==> src/rtl/montacarga_pkg.sv <==
// Shared types and constants for the montacarga_ctrl freight-elevator controller.
package montacarga_pkg;

  typedef enum logic [2:0] {
    ST_IDLE   = 3'd0,
    ST_UP     = 3'd1,
    ST_DOWN   = 3'd2,
    ST_DWELL  = 3'd3,
    ST_EMERG  = 3'd4,
    ST_HOMING = 3'd5,
    ST_FAULT  = 3'd6
  } state_t;

  localparam logic [1:0] MOTOR_STOP = 2'b00;
  localparam logic [1:0] MOTOR_UP   = 2'b10;
  localparam logic [1:0] MOTOR_DOWN = 2'b01;

  // Segment patterns, bit order gfedcba, active-high.
  localparam logic [6:0] SEG_BLANK = 7'h00;
  localparam logic [6:0] SEG_1     = 7'h06;
  localparam logic [6:0] SEG_2     = 7'h5B;
  localparam logic [6:0] SEG_3     = 7'h4F;
  localparam logic [6:0] SEG_4     = 7'h66;
  localparam logic [6:0] SEG_5     = 7'h6D;
  localparam logic [6:0] SEG_6     = 7'h7D;
  localparam logic [6:0] SEG_7     = 7'h07;
  localparam logic [6:0] SEG_8     = 7'h7F;
  localparam logic [6:0] SEG_9     = 7'h6F;

endpackage

==> src/rtl/seg7_decoder.sv <==
// Combinational floor-index to 7-segment digit decoder (index 0 shows "1").
module seg7_decoder
  import montacarga_pkg::*;
#(
  parameter int FLOOR_W = 3
) (
  input  logic [FLOOR_W-1:0] piso,
  output logic [6:0]         segments
);

  always_comb begin
    segments = SEG_BLANK;
    case (int'(piso))
      0:       segments = SEG_1;
      1:       segments = SEG_2;
      2:       segments = SEG_3;
      3:       segments = SEG_4;
      4:       segments = SEG_5;
      5:       segments = SEG_6;
      6:       segments = SEG_7;
      7:       segments = SEG_8;
      8:       segments = SEG_9;
      default: segments = SEG_BLANK;
    endcase
  end

endmodule

==> src/rtl/montacarga_ctrl.sv <==
// Multi-call SCAN freight-elevator controller with door dwell, emergency stop and homing.
// Optional travel watchdog compiled in with MONTACARGA_TIMEOUT_EN.
module montacarga_ctrl
  import montacarga_pkg::*;
#(
  parameter int FLOORS         = 5,
  parameter int DOOR_TICKS     = 4,
  parameter int TRAVEL_TIMEOUT = 64,
  parameter int FLOOR_W        = $clog2(FLOORS)
) (
  input  logic               clk,
  input  logic               reset,
  input  logic [FLOORS-1:0]  selector,
  input  logic [FLOORS-1:0]  fc,
  input  logic               emergencia,
  input  logic               puerta,
  output logic [1:0]         salida,
  output logic               led_emergencia,
  output logic               led_puerta,
  output logic [6:0]         display,
  output logic               tr,
  output logic [FLOORS-1:0]  pending,
  output logic [FLOOR_W-1:0] piso,
  output logic [2:0]         fsm_state
);

  // Handshake: none. All inputs are levels sampled every rising clk edge;
  // all outputs are registered and change only on rising clk edges.

  localparam int               CNT_W      = $clog2(DOOR_TICKS + 1);
  localparam logic [CNT_W-1:0] DWELL_LAST = CNT_W'(DOOR_TICKS - 1);

  // Unsupported parameter sets show up as this empty scope in the hierarchy.
  if (FLOORS < 2 || FLOORS > 9 || DOOR_TICKS < 1 || TRAVEL_TIMEOUT < 1) begin : g_bad_config
  end

  state_t             state_q, state_d;
  logic               dir_up_q, dir_up_d;
  logic [CNT_W-1:0]   cnt_q, cnt_d;
  logic [FLOOR_W-1:0] piso_d;
  logic [FLOORS-1:0]  pending_d, sel_map, clear_mask;
  logic [1:0]         salida_d;
  logic [6:0]         seg_d;
  logic               latch_en, clear_all, hold, fault_hit;
  logic               fc_any;
  logic [FLOOR_W-1:0] fc_idx;
  logic               calls_above, calls_below;

  function automatic logic any_beyond(input logic [FLOORS-1:0]  calls,
                                      input logic [FLOOR_W-1:0] f,
                                      input logic               above);
    logic [FLOORS-1:0] mask;
    mask = '0;
    for (int i = 0; i < FLOORS; i++)
      mask[i] = above ? (i > int'(f)) : (i < int'(f));
    return |(calls & mask);
  endfunction

  // Buttons arrive MSB = floor 1; internally bit k is floor k+1.
  always_comb begin
    sel_map = '0;
    for (int k = 0; k < FLOORS; k++)
      sel_map[k] = selector[FLOORS-1-k];
  end

  // Lowest asserted limit switch wins when several read high.
  always_comb begin
    fc_any = |fc;
    fc_idx = '0;
    for (int i = FLOORS - 1; i >= 0; i--)
      if (fc[i]) fc_idx = FLOOR_W'(i);
  end

  assign calls_above = any_beyond(pending, piso, 1'b1);
  assign calls_below = any_beyond(pending, piso, 1'b0);

`ifdef MONTACARGA_TIMEOUT_EN
  localparam int WD_W = $clog2(TRAVEL_TIMEOUT + 1);
  logic [FLOORS-1:0] fc_prev;
  logic [WD_W-1:0]   wd_q;
  logic              fc_rise, motor_on;

  assign fc_rise   = |(fc & ~fc_prev);
  assign motor_on  = (salida != MOTOR_STOP);
  assign fault_hit = motor_on && !fc_rise && (wd_q == WD_W'(TRAVEL_TIMEOUT - 1));

  always_ff @(posedge clk) begin
    if (!reset) begin
      fc_prev <= '0;
      wd_q    <= '0;
    end else begin
      fc_prev <= fc;
      if (fc_rise || !motor_on || fault_hit) wd_q <= '0;
      else                                   wd_q <= wd_q + WD_W'(1);
    end
  end
`else
  assign fault_hit = 1'b0;
`endif

  always_comb begin
    state_d    = state_q;
    dir_up_d   = dir_up_q;
    cnt_d      = cnt_q;
    piso_d     = piso;
    clear_mask = '0;
    clear_all  = 1'b0;
    latch_en   = 1'b1;
    hold       = 1'b0;
    if (state_q == ST_FAULT) begin
      clear_all = 1'b1;
      latch_en  = 1'b0;
    end else if (fault_hit) begin
      state_d   = ST_FAULT;
      clear_all = 1'b1;
      latch_en  = 1'b0;
    end else if (emergencia) begin
      state_d   = ST_EMERG;
      clear_all = 1'b1;
      latch_en  = 1'b0;
    end else begin
      case (state_q)
        ST_IDLE: begin
          if (!puerta) begin
            if (pending[piso]) begin
              state_d          = ST_DWELL;
              cnt_d            = '0;
              clear_mask[piso] = 1'b1;
            end else if (calls_above) begin
              state_d  = ST_UP;
              dir_up_d = 1'b1;
            end else if (calls_below) begin
              state_d  = ST_DOWN;
              dir_up_d = 1'b0;
            end
          end
        end
        ST_UP, ST_DOWN: begin
          if (puerta) begin
            hold = 1'b1;
          end else if (fc_any) begin
            piso_d = fc_idx;
            if (pending[fc_idx]) begin
              state_d            = ST_DWELL;
              cnt_d              = '0;
              clear_mask[fc_idx] = 1'b1;
            end
          end
        end
        ST_DWELL: begin
          if (!puerta) begin
            if (cnt_q == DWELL_LAST) begin
              // SCAN: keep heading while work remains ahead, else turn around.
              if (dir_up_q && calls_above)       state_d = ST_UP;
              else if (!dir_up_q && calls_below) state_d = ST_DOWN;
              else if (calls_above) begin
                state_d  = ST_UP;
                dir_up_d = 1'b1;
              end else if (calls_below) begin
                state_d  = ST_DOWN;
                dir_up_d = 1'b0;
              end else begin
                state_d = ST_IDLE;
              end
            end else begin
              cnt_d = cnt_q + CNT_W'(1);
            end
          end
        end
        ST_EMERG: begin
          latch_en = 1'b0;
          if (fc[0]) begin
            state_d = ST_IDLE;
            piso_d  = '0;
          end else begin
            state_d = ST_HOMING;
          end
        end
        ST_HOMING: begin
          latch_en = 1'b0;
          if (fc[0]) begin
            state_d = ST_IDLE;
            piso_d  = '0;
          end
        end
        default: begin
          state_d   = ST_FAULT;
          clear_all = 1'b1;
          latch_en  = 1'b0;
        end
      endcase
    end
  end

  always_comb begin
    salida_d = MOTOR_STOP;
    if (!hold) begin
      case (state_d)
        ST_UP:             salida_d = MOTOR_UP;
        ST_DOWN, ST_HOMING: salida_d = MOTOR_DOWN;
        default:           salida_d = MOTOR_STOP;
      endcase
    end
  end

  // Clearing after the OR means a press on the floor being served is dropped.
  assign pending_d = clear_all ? '0
                   : ((pending | (latch_en ? sel_map : '0)) & ~clear_mask);

  seg7_decoder #(.FLOOR_W(FLOOR_W)) u_seg7 (
    .piso     (piso_d),
    .segments (seg_d)
  );

  always_ff @(posedge clk) begin
    if (!reset) begin
      state_q        <= ST_IDLE;
      dir_up_q       <= 1'b1;
      cnt_q          <= '0;
      piso           <= '0;
      pending        <= '0;
      salida         <= MOTOR_STOP;
      tr             <= 1'b0;
      led_emergencia <= 1'b0;
      led_puerta     <= 1'b0;
      display        <= SEG_1;
    end else begin
      state_q        <= state_d;
      dir_up_q       <= dir_up_d;
      cnt_q          <= cnt_d;
      piso           <= piso_d;
      pending        <= pending_d;
      salida         <= salida_d;
      tr             <= (salida_d != MOTOR_STOP);
      led_emergencia <= (state_d == ST_EMERG) || (state_d == ST_HOMING) || (state_d == ST_FAULT);
      led_puerta     <= (state_d == ST_DWELL) ||
                        (puerta && ((state_d == ST_IDLE) || (state_d == ST_UP) || (state_d == ST_DOWN)));
      display        <= seg_d;
    end
  end

  assign fsm_state = state_q;

endmodule
==> config.mk <==
export PLATFORM = sky130hd
export DESIGN_NAME = montacarga_ctrl
export DESIGN_NICKNAME = d
export VERILOG_FILES = /design/src/rtl/montacarga_pkg.sv /design/src/rtl/seg7_decoder.sv /design/src/rtl/montacarga_ctrl.sv
export SDC_FILE = /design/constraint.sdc
export NUM_CORES = 1
export LEC_CHECK = 0
export CAP_MARGIN = 20
export CORE_ASPECT_RATIO = 1.4
export CORE_MARGIN = 2
export CORE_UTILIZATION = 30
export DETAILED_ROUTE_END_ITERATION = 10
export GPL_ROUTABILITY_DRIVEN = 1
export SLEW_MARGIN = 20
export SYNTH_ARGS = -nofsm -noshare
export SYNTH_HDL_FRONTEND = slang
export SYNTH_HIERARCHICAL = 1
export SYNTH_SLANG_ARGS = --single-unit
==> constraint.sdc <==
create_clock -name clk -period 4.9 [get_ports clk]
set_input_delay 0.98 -clock clk [delete_from_list [all_inputs] [get_ports clk]]
set_output_delay 0.98 -clock clk [all_outputs]
set_load 0.02 [all_outputs]
**After elaboration in Yosys (flattened, before gate mapping)**

Memory sizes are Yosys's and may differ from the RTL's. A register that Yosys moved wholly into a read port is not among the register bits.
Cells that the tools add are included.
W data, S select, Z words.

- Reduce and logical (&&, ||, !) cells: 28
- Add/sub/neg operators: 1
- Equal/unequal tests: 24
- Magnitude comparators: 13
- Bitwise operators: 8
- Multiplexer cells: 75

Operators by type and width:

| kind | count |
|---|---|
| $mux W3 | 30 |
| $mux W5 | 8 |
| $mux W1 | 22 |
| $ne A2 B2 Y1 const B | 11 |
| $eq A3 B3 Y1 const B | 6 |
| $and A5 B5 Y5 | 3 |
| $eq A3 B2 Y1 const B | 5 |
| $pmux W3 S5 | 1 |
| $reduce_or A5 Y1 | 3 |
| $mux W2 | 5 |
| $pmux W5 S2 | 1 |
| $reduce_and A10 Y1 | 1 |
| $pmux W3 S3 | 1 |
| $reduce_and A9 Y1 | 1 |
| $lt A3 B4 Y1 const B | 2 |
| $reduce_or A2 Y1 | 4 |
| $bmux W1 S3 | 2 |
| $demux W1 S3 | 2 |
| $eq A3 B1 Y1 const B | 2 |
| $ge A3 B1 Y1 const B | 2 |
| $gt A2 B3 Y1 const A | 2 |
| $logic_not A3 Y1 | 2 |
| $lt A1 B3 Y1 const A | 2 |
| $lt A2 B3 Y1 const A | 2 |
| 17 further kinds | 29 |

- Memory bits (read-only): 56
- Memories: 1
- Input bits: 14
- Logic and storage cells: 159
- Output and inout bits: 23
- Flip-flop bits (word level): 20

Memory list:

| name | words | width | rd ports | clocked after Yosys merged registers in | wr ports | RTL line | RTL |
|---|---|---|---|---|---|---|---|
| (name not given) | 8 | 7 | 1 | 1 | 0 | seg7_decoder.sv:13 | `case (int'(piso))` |

**Longest topological paths before layout**

- Depth after elaboration: 18
- Depth in mapped cells: 11
- Gate-level depth less buffers: 11

**Modules after synthesis**

Netlist, hierarchy kept.

Modules (own cells, without submodules):

| module | sequential area each (um2) | cells an instance | times used | area each (um2) |
|---|---|---|---|---|
| montacarga_ctrl | 540.5 | 206 | 1 | 1670.4 |
| seg7_decoder | 0.0 | 13 | 1 | 110.1 |

**Least setup slack after synthesis**

Ideal clock, no wire load.

- Kind: in2reg
- From: input fc[1]
- To: register display[3]
- Slack: 1.843 ns
- Data required time: 4.785 ns
- Cell stages on the path: 11
- Data arrival time: 2.942 ns
- Cells stage by stage: nor4_2 a21oi_1 a22oi_1 nor2_1 o21ai_0 a32o_1 inv_1 ha_1 or2_1 a21boi_1 and2_1

- Word-level cells in the longest chain between the ends: 7
- Elaborated cells on any way between the ends: 8
- Classes of those cells: mux: 7; reduce/logical: 1

RTL lines:

| item | RTL line | RTL |
|---|---|---|
| start: declaration | montacarga_ctrl.sv:14 | `input logic [FLOORS-1:0] fc,` |
| $mux W3 (2 in series) | montacarga_ctrl.sv:71 | `if (fc[i]) fc_idx = FLOOR_W'(i);` |
| $mux W3 (*) | montacarga_ctrl.sv:141 | `end else if (fc_any) begin` |
| $mux W3 (*) | montacarga_ctrl.sv:139 | `if (puerta) begin` |
| $pmux W3 S2 (*) | montacarga_ctrl.sv:122 | `case (state_q)` |
| $mux W3 (*) | montacarga_ctrl.sv:117 | `end else if (emergencia) begin` |
| $mux W3 (*) | montacarga_ctrl.sv:110 | `if (state_q == ST_FAULT) begin` |
| via piso_d[0] | montacarga_ctrl.sv:40 | `logic [FLOOR_W-1:0] piso_d;` |
| end: declaration | montacarga_ctrl.sv:20 | `output logic [6:0] display,` |

Mark *: on every way through the listed nets, which the timed path passes. The rest lies on a longest branch.
A chain may end at the register's enable or synchronous reset.

**Worst setup path in the final report**

Ends and elaborated chain as after synthesis.

==> out/results.ini <==
[run_status]
status = completed

[worst_setup_path]
path_max_fanout = 5
path_class = in -> reg
reg2reg_from = fsm_state[1]
crit_path_end_kind = flop
r2r-end = display[4]
start_kind = input pin
reg2reg_slack_ns = 2.00
required_ns = 5.07
r2r_cells = 7
worstPathArrival_ns = 3.77

[clocking]
cts_tree = done
cts.sink_count = 27
ctsResizeCount = 0
h-tree-depth = 1
cts_hold_buf = 0
clkTransAtPathRegs_ns = 0.09
post_cts_buffers = 0
cts_buffer_depth = 2
numCtsBuffers = 3
cts-root-buf = clkbuf_8
clock_latency_ns = 0.28

[floorplan]
coreArea_um2 = 5780
fp.dieH_um = 95.2
die_w_um = 69.1
start_util_pct = 30.8
die-area_um2 = 6580
io_pins = 37
rows = 33

[job]
drv_cap = 0

[synthesis]
ys_seq_area_share_pct = 30.4
synth-simple-area-share_pct = 26.6
yosysTopAreaCellShare_pct = 30.4
syn-num-nets = 239
synth.most_common_cell = dfxtp_1
synth_cell_types = 59
synth_xor_area_share_pct = 0.492
avgSynthCellArea_um2 = 8.13
synthAdderAreaFrac_pct = 4.22
synthMuxAreaShare_pct = 4.36
synth_compound_area_share_pct = 27.6
synth_cells = 219
synth_flop_cell = dfxtp_1
synth_seq_cells = 27
synth_top_family_by_area = compound AO/OA/AOI/OAI gates
synth-edff-count = 0
synthTopCellsByCount = 27 x dfxtp_1, 23 x nor2_1, 21 x a21oi_1
synth_top_area_cell = dfxtp_1
syn-cell-area_um2 = 1780
async_flop_share_pct = 0
synthTopCellsByArea = dfxtp_1 30%, a21oi_1 5.9%, nor2_1 4.8%, ha_1 4.2%, and2_1 3.5%
yosys_warnings = 6

[grt]
grt_pass1_vias = 1562
grt_max_degree = 20
grt_antenna_before_repair = 0
grt_pass1_wl_mm = 7.69
gr-usage-all-layers_pct = 14.6
overflow = 0

[timing]
setup_tns_ns = 0
rsz0062_at_grt = false
setup_viol = 0
slew_headroom_pct = 38.8
tightest_slew_ns = 0.918
drv_slew = 0
period_share_pct = 73.4
timing.clock.skew_ns = 0.0143
clock.fmax_mhz = 278
period_needed_ns = 3.59
finalHoldViolations = 0

[min_path]
worstHoldPathType = reg -> reg
holdPathEnd = cnt_q[1]
hold_depth = 2
worstHoldStart = cnt_q[1]

[drt]
remaining_drc_errors = 0
drtIter0Drc = 96
routed_wl_mm = 4.68
wl_per_cell_um = 14.6
via_per_inst = 5.30
firstDrtPassIters = 4
final_antenna_net_count = 0
vias = 1695

[final_layout]
fin_nets = 271
fillers = 632
ff_latch_area_um2 = 541
final_area_um2 = 2220
final_layout_size_suffix_gt1_share_pct = 9.60
n_antenna_cell = 0
multi_input_area_um2 = 1130
area_growth_pct = 24.5

[place]
gp_congestion = 0.888
port_buffers = 36
hpwl_mm = 3.64
post_dp_cell_area_um2 = 2170

[power]
ir_worst_vdd_uv = 125
power_leakage_uw = 0.000788
power_density_nw_per_um2 = 198

## worst max-delay path, stage by stage
cell and delay (ns):
clkdlybuf4s50_1 0.48, nor4_2 0.39, a21oi_1 0.22, a22oi_1 0.18
nor2_1 0.05, o21ai_0 0.24, a32o_1 0.29, inv_1 0.11
ha_1 0.29, or2_1 0.21, a21boi_1 0.12, and2_1 0.19
## state kept, by name, summed over array words and instances (netlist names)
signal,cells
led_puerta,1
dir_up_q,1
piso,3
tr,1
led_emergencia,1
fsm_state,3
display,7
salida,2
pending,5
cnt_q,3
## power breakdown
part / internal (uW) / switching [uW] / leakage [uW] / total (uW)
Clock: 58.5 / 73.0 / 0.0000228 / 131
Combinational: 34.7 / 42.3 / 0.000547 / 77.0
Sequential: 224 / 7.86 / 0.000219 / 232
## cells by family (layout without fill, tap and decap cells)
family	count (synthesis)	after routing
AOI/OAI and AO/OA	65	65
buffers and inverters	24	55
DFF	27	27
xor gates and xnor gates	1	1
adders and majority gates	6	6
muxes	7	7
and+or+nand+nor	89	89
## stage by stage
step	utilization, %	hold WS, ns	total power [uW]	setup WS (ns)	instances
final	38.4	0.482	440	1.31	320
after global routing	38.4	0.523	461	1.06	320
after CTS	38.4	0.488	444	1.30	320
after detailed placement	37.6	0.475	314	1.01	316
after global placement	37.6	0.462	314	1.07	316
after floorplan	-	0.450	282	1.84	219
## routing by layer
| layer | track usage (%) | wire length, um | up-vias |
|---|---|---|---|
| met4 | 6.05 | 88 | 0 |
| li1 | - | - | 853 |
| met2 | 26.3 | 2370 | 49 |
| met1 | 17.6 | 2030 | 787 |
| met3 | 1.90 | 185 | 6 |
| met5 | 0 | 0 | - |
## how the worst max path moves through the flow
stage                     cells past startpoint  slack (ns)         end  start
after floorplan                              11        1.84  display[3]  fc[1]
after global placement                       12        1.07  display[3]  fc[1]
after detailed placement                      9        1.01  display[4]  fc[0]
after CTS                                     9        1.30  display[4]  fc[0]
after global routing                         12        1.06  display[3]  fc[1]
final                                        12        1.31  display[3]  fc[1]
## layout make-up
cell class	instances	share of cell area, %
well taps	70	3.95
multi-input cells	168	50.8
clock buffers	4	2.03
flip-flops and latches	27	24.4
inverters	15	2.54
repair buffers	36	16.3
## layout by cell type, fill, tap and decap left out, types with 2 or more instances in the layout
cell type / Yosys / routed
o311ai_0: 2 / 2
mux2i_1: 4 / 4
a22oi_1: 3 / 3
o21ai_0: 10 / 10
o221ai_1: 2 / 2
a21oi_1: 21 / 21
nand2b_1: 6 / 6
nor4_2: 2 / 2
ha_1: 6 / 6
nand2_1: 12 / 12
clkbuf_8: 0 / 3
and3_1: 2 / 2
nand4_1: 2 / 2
dfxtp_1: 27 / 27
o211ai_1: 2 / 2
a32o_1: 2 / 2
inv_1: 14 / 14
nor2_1: 23 / 23
or2_1: 2 / 2
nor3_1: 10 / 10
and3b_1: 2 / 2
nor2b_1: 2 / 2
o21a_1: 3 / 3
clkdlybuf4s50_1: 0 / 36
and2_1: 10 / 10
nor2_2: 3 / 3
nand3_1: 8 / 8
Note: power is estimated with default switching activity, not from simulation.
